[config.mk]
export PLATFORM = sky130hd
export DESIGN_NAME = hazard_flush_ctrl
export DESIGN_NICKNAME = d
export VERILOG_FILES = /design/src/rtl/hazard_flush_ctrl.sv
export SDC_FILE = /design/constraint.sdc
export NUM_CORES = 1
export LEC_CHECK = 0
export CORE_ASPECT_RATIO = 1.75
export CORE_MARGIN = 2
export CORE_UTILIZATION = 55
export DETAILED_ROUTE_END_ITERATION = 7
export DONT_BUFFER_PORTS = 1
export GPL_TIMING_DRIVEN = 0
export PLACE_DENSITY = 0.73
export SKIP_LAST_GASP = 1
export SYNTH_ARGS = -nofsm -noshare
export SYNTH_HDL_FRONTEND = slang
export SYNTH_SLANG_ARGS = --single-unit
[constraint.sdc]
create_clock -name clk_i -period 3.1 [get_ports clk_i]
set_input_delay 0.62 -clock clk_i [delete_from_list [all_inputs] [get_ports clk_i]]
set_output_delay 0.62 -clock clk_i [all_outputs]
set_load 0.005 [all_outputs]
[src/rtl/hazard_flush_ctrl.sv]
// Per-core pipeline hazard controller: load-use and MUL stalls, branch/jump flushes,
// and saturating stall/flush performance counters.
module hazard_flush_ctrl #(
    parameter int unsigned MUL_LAT = 4,
    parameter int unsigned CNT_W   = 16
) (
    input  logic             clk_i,
    input  logic             rst_n,
    input  logic [5:0]       id_op_i,
    input  logic [5:0]       id_funct_i,
    input  logic [4:0]       id_rs_i,
    input  logic [4:0]       id_rt_i,
    input  logic             ex_memread_i,
    input  logic [4:0]       ex_rt_i,
    input  logic             ex_branch_taken_i,
    input  logic             cnt_clr_i,
    output logic             flush1_o,
    output logic             flush2_o,
    output logic             pc_write_o,
    output logic             ifid_write_o,
    output logic [CNT_W-1:0] stall_cnt_o,
    output logic [CNT_W-1:0] flush_cnt_o
);

    typedef enum logic {
        IDLE,
        MUL_WAIT
    } state_t;

    localparam logic [3:0] MCNT_INIT = 4'(MUL_LAT - 2);

    state_t     state, state_nxt;
    logic [3:0] mcnt, mcnt_nxt;
    logic       uses_rs, uses_rt, load_use, is_mul, is_jump;

    always_comb begin
        is_jump  = (id_op_i == 6'h02);
        is_mul   = (id_op_i == 6'h00) && (id_funct_i == 6'h18);
        uses_rs  = !(is_jump || (id_op_i == 6'h0F) ||
                     ((id_op_i == 6'h00) && (id_funct_i == 6'h00)));
        uses_rt  = (id_op_i == 6'h00) || (id_op_i == 6'h04) ||
                   (id_op_i == 6'h05) || (id_op_i == 6'h2B);
        load_use = ex_memread_i && (ex_rt_i != 5'd0) &&
                   ((uses_rs && (ex_rt_i == id_rs_i)) ||
                    (uses_rt && (ex_rt_i == id_rt_i)));
    end

    always_ff @(posedge clk_i or negedge rst_n) begin
        if (!rst_n) begin
            state <= IDLE;
            mcnt  <= '0;
        end else begin
            state <= state_nxt;
            mcnt  <= mcnt_nxt;
        end
    end

    always_comb begin
        state_nxt = state;
        mcnt_nxt  = mcnt;
        case (state)
            IDLE: begin
                if (!ex_branch_taken_i && !load_use && is_mul) begin
                    state_nxt = MUL_WAIT;
                    mcnt_nxt  = MCNT_INIT;
                end
            end
            MUL_WAIT: begin
                if (ex_branch_taken_i) begin
                    state_nxt = IDLE;
                    mcnt_nxt  = '0;
                end else if (mcnt != 4'd0) begin
                    mcnt_nxt = mcnt - 4'd1;
                end else begin
                    state_nxt = IDLE;
                end
            end
            default: begin
                state_nxt = IDLE;
                mcnt_nxt  = '0;
            end
        endcase
    end

    always_comb begin
        flush1_o     = 1'b0;
        flush2_o     = 1'b0;
        pc_write_o   = 1'b1;
        ifid_write_o = 1'b1;
        case (state)
            IDLE: begin
                if (ex_branch_taken_i) begin
                    flush1_o = 1'b1;
                    flush2_o = 1'b1;
                end else if (load_use || is_mul) begin
                    pc_write_o   = 1'b0;
                    ifid_write_o = 1'b0;
                    flush2_o     = 1'b1;
                end else if (is_jump) begin
                    flush1_o = 1'b1;
                end
            end
            MUL_WAIT: begin
                if (ex_branch_taken_i) begin
                    flush1_o = 1'b1;
                    flush2_o = 1'b1;
                end else if (mcnt != 4'd0) begin
                    pc_write_o   = 1'b0;
                    ifid_write_o = 1'b0;
                    flush2_o     = 1'b1;
                end
            end
            default: ;
        endcase
    end

    // Clear wins over increment; counters hold at all-ones instead of wrapping.
    always_ff @(posedge clk_i or negedge rst_n) begin
        if (!rst_n) begin
            stall_cnt_o <= '0;
            flush_cnt_o <= '0;
        end else if (cnt_clr_i) begin
            stall_cnt_o <= '0;
            flush_cnt_o <= '0;
        end else begin
            if (!pc_write_o && (stall_cnt_o != '1))
                stall_cnt_o <= stall_cnt_o + CNT_W'(1);
            if (flush1_o && (flush_cnt_o != '1))
                flush_cnt_o <= flush_cnt_o + CNT_W'(1);
        end
    end

endmodule

# Yosys cells after proc, flatten, opt, wreduce, memory -nomap -nowiden
# Cells that the tools add are included.
# W data, S select, Z words.
# op_classes
n_bitwise	1
reduce_logical	28
muxes	26
addsub	3
n_eq_ne	12
# ops
operator	n
$mux W16	4
$add A16 B1 Y16 const B	2
$ne A16 B16 Y1 const B	2
$mux W1	14
$eq A6 B3 Y1 const B	2
$logic_not A6 Y1	2
$mux W4	3
$eq A5 B5 Y1	2
$logic_and A1 B1 Y1	10
$pmux W1 S2	4
$pmux W4 S2	1
$logic_or A1 B1 Y1	7
$eq A6 B2 Y1 const B	1
$eq A6 B4 Y1 const B	1
$eq A6 B5 Y1 const B	1
$eq A6 B6 Y1 const B	1
$reduce_bool A5 Y1	1
$logic_not A1 Y1	4
$reduce_bool A2 Y1	2
$reduce_bool A4 Y1	1
$sub A4 B1 Y4 const B	1
$ne A3 B2 Y1 const B	1
$ne A2 B2 Y1 const B	1
$reduce_and A2 Y1	1
$not A1 Y1	1
# word_totals
out_inout_bits	36
inputBits	32
ff_bits	37
word_cells	74

# Longest topological paths before layout
# Gate-level depths: netlist (run 1).
# logic_depth
depth_word	15
mapped_depth	9
mapped_depth_nobuf	8

# Worst setup path before layout (run 1)
# OpenSTA, ideal clock, no wires.
# synth_path
path_kind	input to output
from	input port ex_rt_i[1]
to	output port flush2_o
path_buffers	1
cell_stages	7
slack_ns	0.246
required_time_ns	2.480
arrival_time_ns	2.234
cell_sequence	or4_1 > o21ai_1 > nor3_1 > nor2_4 > buf_4 > a21oi_1 > or2_2
# synth_between
elab_chain_len	8
# synth_rtl
item	line	text
start, declared	14	input logic [4:0] ex_rt_i,
$eq A5 B5 Y1 (on tied branches)	44, 45	
$logic_and A1 B1 Y1 (on tied branches)	44, 45	
$logic_or A1 B1 Y1	44	((uses_rs && (ex_rt_i == id_rs_i)) ||
$logic_and A1 B1 Y1 *	43	load_use = ex_memread_i && (ex_rt_i != 5'd0) &&
$logic_or A1 B1 Y1 *	95	end else if (load_use || is_mul) begin
$mux W1 *	95	
$mux W1 *	92	if (ex_branch_taken_i) begin
$pmux W1 S2 *	90	case (state)
end, declared	18	output logic flush2_o,
# Mark *: on every way between the ends. The rest lies on a longest branch, timed or not.

# Worst setup path after layout (run 1)
# Ends and elaborated chain as after synthesis.

==> results of run 1 <==
[metrics by stage]
step	total power (W)	util, %	setup slack (ns)	TNS, ns	cells
floorplan	0.000566	-	0.246	0	264
global placement	0.000579	58.7	0.0520	0	313
detailed placement	0.000583	58.7	-0.0103	-0.0103	313
CTS	0.000925	61.1	0.110	0	322
global route	0.000965	61.6	0.0104	0	323
finish	0.000927	61.6	0.123	0	323
[per-layer routing]
metal	wire (um)	track usage (%)	vias up	share of wire [%]
li1	-	-	949	-
met4	95	7.69	0	1.7
met3	414	6.62	11	7.5
met1	1990	25.5	982	36
met2	3050	44.1	89	55
met5	0	0	-	0
[path summary, 6_finish.rpt]
path,startpoint,end,slack [ns],cells past startpoint
max reg2reg,mcnt[0]$_DFFE_PN0P_,stall_cnt_o[7]$_DFFE_PN0P_,0.36,9
min in group clk_i,ex_branch_taken_i,mcnt[3]$_DFFE_PN0P_,0.42,1
min reg2reg,mcnt[1]$_DFFE_PN0P_,mcnt[1]$_DFFE_PN0P_,0.52,1
max,ex_rt_i[1],flush2_o,0.12,7
max in group asynchronous,rst_n,stall_cnt_o[14]$_DFFE_PN0P_,2.43,1
min,rst_n,state$_DFF_PN0_,0.02,0
[cells in the mapped netlist (2+ instances only)]
cell       n
a21o_1     2
a21oi_1   10
and3_1     4
buf_4      2
clkbuf_1   3
dfrtp_1   37
ha_1       4
inv_1      9
mux2_2    11
nand2_1   17
nand2b_1   5
nand3_1    8
nand4_1   15
nor2_1    36
nor2b_1   11
nor3_1    16
nor3b_1    2
nor4_1     3
o21ai_0    4
o22ai_1    3
o31ai_1    2
or2_2      3
or3_1      5
or4_1      5
xnor2_1   11
xor2_1    14
[report_power, final]
group / switching, W / internal, W
clock: 0.000188 / 0.000155
combinational: 0.0000467 / 0.0000369
sequential: 0.00000955 / 0.000490
[cell type report]
type,instances,share of cell area [%]
multi-input combinational,209,53.0
sequential,37,36.2
clock buffer,5,2.69
buffer,9,2.50
tap,49,2.40
inverter,9,1.32
timing repair buffer,2,1.17
clock inverter,3,0.685
[flip-flops by register name, summed over array words and instances (netlist names)]
register,flops
state,1
mcnt,4
flush_cnt_o,16
stall_cnt_o,16
[critical path: stages]
cell and delay (ns):
or4_1 0.53, o21ai_2 0.22, nor3_1 0.15, nor2_4 0.25, buf_4 0.22, a21oi_1 0.05
or2_2 0.30
[kinds of logic after synthesis]
group | synth area share (%)
adder cells (fa/ha/maj) | 2.11
AO/OA/AOI/OAI | 9.06
flip-flops | 39.0
multiplexers | 5.64
AND/OR/NAND/NOR | 30.9
buffers and inverters | 4.11
XOR/XNOR | 9.22
[timing repair]
item / in CTS / in global routing
endpoints found under the hold margin: 2 / 28
buffers inserted: 0 / 0
hold buffers: 1 / 1
resized for setup: 1 / 0
setup endpoints to repair: 1 / 0
==> results.py, run 1 <==
metrics = {
    "critical_path": {
        "crit_fanout": 10,
        "crit_path_start_kind": "input port",
        "worst_ep_required_time_ns": 2.48,
        "setup.worst_path.end_class": "output pin",
        "worst_ep_arrival_time_ns": 2.36,
        "path_class": "input port to output pin",
    },
    "clock_tree": {
        "clkSinkCount": 37,
        "clk_pin_slew_ns": 0.07,
        "clk_latency_ns": 0.30,
        "cts_tree": "built",
        "clk_path_buf_depth": 2,
        "cts_buffers": 5,
        "root_buffer": "clkbuf_8",
        "h-tree-depth": 2,
    },
    "timing": {
        "period_needed_ns": 2.98,
        "worst_pin_slew_ns": 0.621,
        "rsz0062_at_grt": "no",
        "clock-skew-final_ns": 0.0107,
        "max_freq_ghz": 0.336,
        "timing.hold.ws_ns": 0.0151,
        "max_slew_margin_pct": 58.0,
        "post-route-period-util_pct": 96.0,
        "finalSetupViolCount": 0,
        "hold_violations": 0,
        "slew_viol_final": 0,
    },
    "logic_synthesis": {
        "netlist_area_um2": 2370,
        "synth_cells": 264,
        "syn_area_per_cell_um2": 9.00,
        "synth_top_area_share_pct": 39.0,
        "synthArstFlopShare_pct": 100,
        "yosysTopAreaCell": "dfrtp_1",
        "ys_seq_area_share_pct": 39.0,
        "ys_warn_count": 0,
        "synth_fp_nets": 300,
        "synth-edff-count": 0,
        "synthFlopType": "dfrtp_1",
        "ys_types": 48,
        "synth.top_cells.by_area": "dfrtp_1 (39%), nor2_1 (5.7%), mux2_2 (5.2%)",
        "ys_ff_latch": 37,
    },
    "detailed_routing": {
        "wl_um": 5550,
        "avgViaCountPerCell": 6.29,
        "drc_errors": 0,
        "drtPass1Iterations": 4,
        "ant_nets": 0,
        "wl_per_cell_um": 17.2,
        "drt-initial-drc-count": 40,
        "dr_total_vias": 2031,
    },
    "die": {
        "die_area_um2": 4880,
        "start_util_pct": 57.2,
        "die_x_um": 53.7,
        "fp.dieH_um": 90.9,
        "io_pins": 68,
        "coreArea_um2": 4150,
        "rows": 31,
    },
    "global_route": {
        "grt_max_degree": 37,
        "first_global_vias": 2030,
        "antenna_found_initial": 0,
        "grt_usage_pct": 24.4,
        "overflow": 0,
        "grt_pass1_wl_um": 8960,
    },
    "final_layout": {
        "fillerInstances": 396,
        "final_cell_mix": "dfrtp_1 (37), nor2_1 (36), nand2_1 (17), nor3_1 (16), nand4_1 (15)",
        "register_area_um2": 926,
        "drive_gt1_share_pct": 12.0,
        "fin_area_um2": 2560,
        "diodes": 0,
        "nets": 309,
        "multiInputGateArea_um2": 1360,
        "final_common_cell": "dfrtp_1",
        "area_delta_synth_final_pct": 7.64,
    },
    "outcome": {
        "status": "complete, no violations",
    },
    "placed_design": {
        "port_buffers": 0,
        "place_congestion": 0.819,
        "hpwl_um": 4100,
        "place_area_um2": 2440,
    },
    "power_and_ir_drop": {
        "power.density_nw_per_um2": 363,
        "ir_drop_mv": 0.266,
        "p_leak_nw": 1.05,
    },
    "job": {
        "cap_violations": 0,
    },
    "worst_hold_path": {
        "hp-class": "input port to asynchronous set/reset pin",
    },
}
Power figures use the tool's default switching activity.
==> inputs of run 2 (changes only) <==
--- a/config.mk
+++ b/config.mk
@@ -7,11 +7,11 @@
 export LEC_CHECK = 0
 export CORE_ASPECT_RATIO = 1.75
 export CORE_MARGIN = 2
-export CORE_UTILIZATION = 55
+export CORE_UTILIZATION = 63
 export DETAILED_ROUTE_END_ITERATION = 7
 export DONT_BUFFER_PORTS = 1
 export GPL_TIMING_DRIVEN = 0
-export PLACE_DENSITY = 0.73
+export PLACE_DENSITY = 0.82
 export SKIP_LAST_GASP = 1
 export SYNTH_ARGS = -nofsm -noshare
 export SYNTH_HDL_FRONTEND = slang
==> constraint.sdc (replaced) <==
create_clock -name clk_i -period 3.32 [get_ports clk_i]
set_input_delay 0.664 -clock clk_i [delete_from_list [all_inputs] [get_ports clk_i]]
set_output_delay 0.664 -clock clk_i [all_outputs]
set_load 0.005 [all_outputs]
==> run 2 against run 1 <==
Net effect:
- clock skew shrank 0.0018 ns
- worst setup slack gained 0.068 ns
- global-route usage grew 2.0 points
- routed wire length shrank 4.6%
- total power shrank 1.3%
- first-iteration DRC count grew 48%
- register-to-register slack gained 0.25 ns
- die area shrank 12%
- sequential power shrank 6.6%
- largest power group unchanged
==> results.py, run 2 (same netlist as run 1, synthesis figures left out) <==
metrics = {
    "critical_path": {
        "crit_chain": "or4_1 -> o21ai_1 -> nor3_1 -> nor2_4 -> buf_4 -> a21oi_1 -> or2_2",
        "cp_top_family": "simple AND/OR/NAND/NOR gates",
        "path_class": "input port to output pin",
        "worst_ep_arrival_time_ns": 2.47,
        "crit_path_start_kind": "input port",
        "max_stage_delay_ns": 0.51,
        "path_buf_inv": 1,
        "cp_slowest_cell": "or4_1",
        "crit_fanout": 10,
        "worst_ep_required_time_ns": 2.66,
        "setup.worst_path.end_class": "output pin",
    },
    "clock_tree": {
        "clk_latency_ns": 0.29,
        "cts-resized-gates": 0,
        "cts_buffers": 5,
        "clk_pin_slew_ns": 0.08,
        "clk_path_buf_depth": 2,
        "holdBufCountCts": 0,
        "cts_tree": "built",
        "h-tree-depth": 2,
        "clkSinkCount": 37,
        "post_cts_buffers": 0,
        "root_buffer": "clkbuf_8",
    },
    "timing": {
        "hold_violations": 0,
        "max_freq_ghz": 0.320,
        "timing.hold.ws_ns": 0.0564,
        "clock-skew-final_ns": 0.00887,
        "max_slew_margin_pct": 56.9,
        "rsz0062_at_grt": "no",
        "slew_viol_final": 0,
        "post-route-period-util_pct": 94.2,
        "period_needed_ns": 3.13,
        "worst_pin_slew_ns": 0.637,
        "finalSetupViolCount": 0,
        "fin_setup_tns_ns": 0,
    },
    "power_and_ir_drop": {
        "finalPower_w": 0.000915,
        "power.density_nw_per_um2": 361,
        "p_leak_nw": 1.04,
        "ir_drop_mv": 0.385,
    },
    "final_layout": {
        "area_delta_synth_final_pct": 6.80,
        "largest_registers": "flush_cnt_o x16, stall_cnt_o x16, mcnt x4",
        "utilization_pct": 69.9,
        "diodes": 0,
        "final_common_cell": "dfrtp_1",
        "nets": 307,
        "fin_area_um2": 2540,
        "fillerInstances": 281,
        "final_cell_mix": "dfrtp_1 (37), nor2_1 (36), nand2_1 (17), nor3_1 (16), nand4_1 (15)",
        "drive_gt1_share_pct": 11.1,
    },
    "detailed_routing": {
        "wl_per_cell_um": 16.7,
        "drc_errors": 0,
        "avgViaCountPerCell": 6.29,
        "drtPass1Iterations": 4,
        "wl_um": 5300,
        "drt-initial-drc-count": 59,
        "ant_nets": 0,
        "dr_total_vias": 1995,
    },
    "global_route": {
        "overflow": 0,
        "grt_max_degree": 38,
        "antenna_found_initial": 0,
        "first_global_vias": 2002,
        "grt_usage_pct": 26.4,
        "grt_pass1_wl_um": 8730,
    },
    "die": {
        "fp.dieH_um": 85.2,
        "rows": 29,
        "die_x_um": 50.4,
        "io_pins": 68,
        "die_area_um2": 4300,
        "start_util_pct": 65.4,
        "coreArea_um2": 3630,
    },
    "placed_design": {
        "place_congestion": 0.805,
        "hpwl_um": 3980,
        "place_area_um2": 2430,
        "port_buffers": 0,
    },
    "outcome": {
        "status": "complete, no violations",
    },
    "job": {
        "cap_violations": 0,
    },
    "worst_hold_path": {
        "hp-class": "input port to asynchronous set/reset pin",
    },
}
[run 2: changes by cell type in the layout (fill, tap and decap cells not counted)]
cell           delta
dlygate4sd3_1     -1
bufinv_16         +1
clkinv_2          -1
buf_12            -1
o21ai_1           +1
clkinvlp_4        -1
o21ai_2           -1
[run 2: where the power goes]
group	total [W]	internal [W]	switching (W)
Clock	0.000381	0.000218	0.000163
Sequential	0.000467	0.000458	0.00000871
Combinational	0.0000675	0.0000313	0.0000362
[run 2: cell type report]
class	count	area, um^2	share of cell area, %
Clock buffer	5	68.8	2.71
Buffer	9	63.8	2.52
Sequential cell	37	926	36.5
Tap cell	46	57.6	2.27
Clock inverter	2	35.0	1.38
Inverter	9	33.8	1.33
Multi-Input combinational cell	209	1350	53.3
[run 2: final timing paths]
| check | startpoint | end | slack (ns) | cells after the start |
|---|---|---|---|---|
| worst min register to register | mcnt[1]$_DFFE_PN0P_ | mcnt[1]$_DFFE_PN0P_ | 0.52 | 1 |
| worst max register to register | mcnt[0]$_DFFE_PN0P_ | stall_cnt_o[7]$_DFFE_PN0P_ | 0.61 | 9 |
| worst max-delay path | ex_rt_i[1] | flush2_o | 0.19 | 7 |
| max in group asynchronous | rst_n | stall_cnt_o[2]$_DFFE_PN0P_ | 3.17 | 0 |
| worst min-delay path | rst_n | stall_cnt_o[9]$_DFFE_PN0P_ | 0.06 | 0 |
| min in group clk_i | ex_branch_taken_i | mcnt[3]$_DFFE_PN0P_ | 0.47 | 1 |
[run 2: per-stage QoR]
step | setup WS (ns) | std cells
5_1_grt | 0.0699 | 317
4_1_cts | 0.175 | 317
2_1_floorplan | 0.378 | 264
3_3_place_gp | 0.181 | 310
6_report | 0.191 | 317
3_5_place_dp | 0.177 | 310
[run 2: routing by layer]
layer	global-route usage, %	part of all wire, %	routed length [um]
met1	25.6	35	1850
met2	49.8	55	2930
met3	8.10	7.5	398
met4	10.6	2.2	117
met5	0	0	0
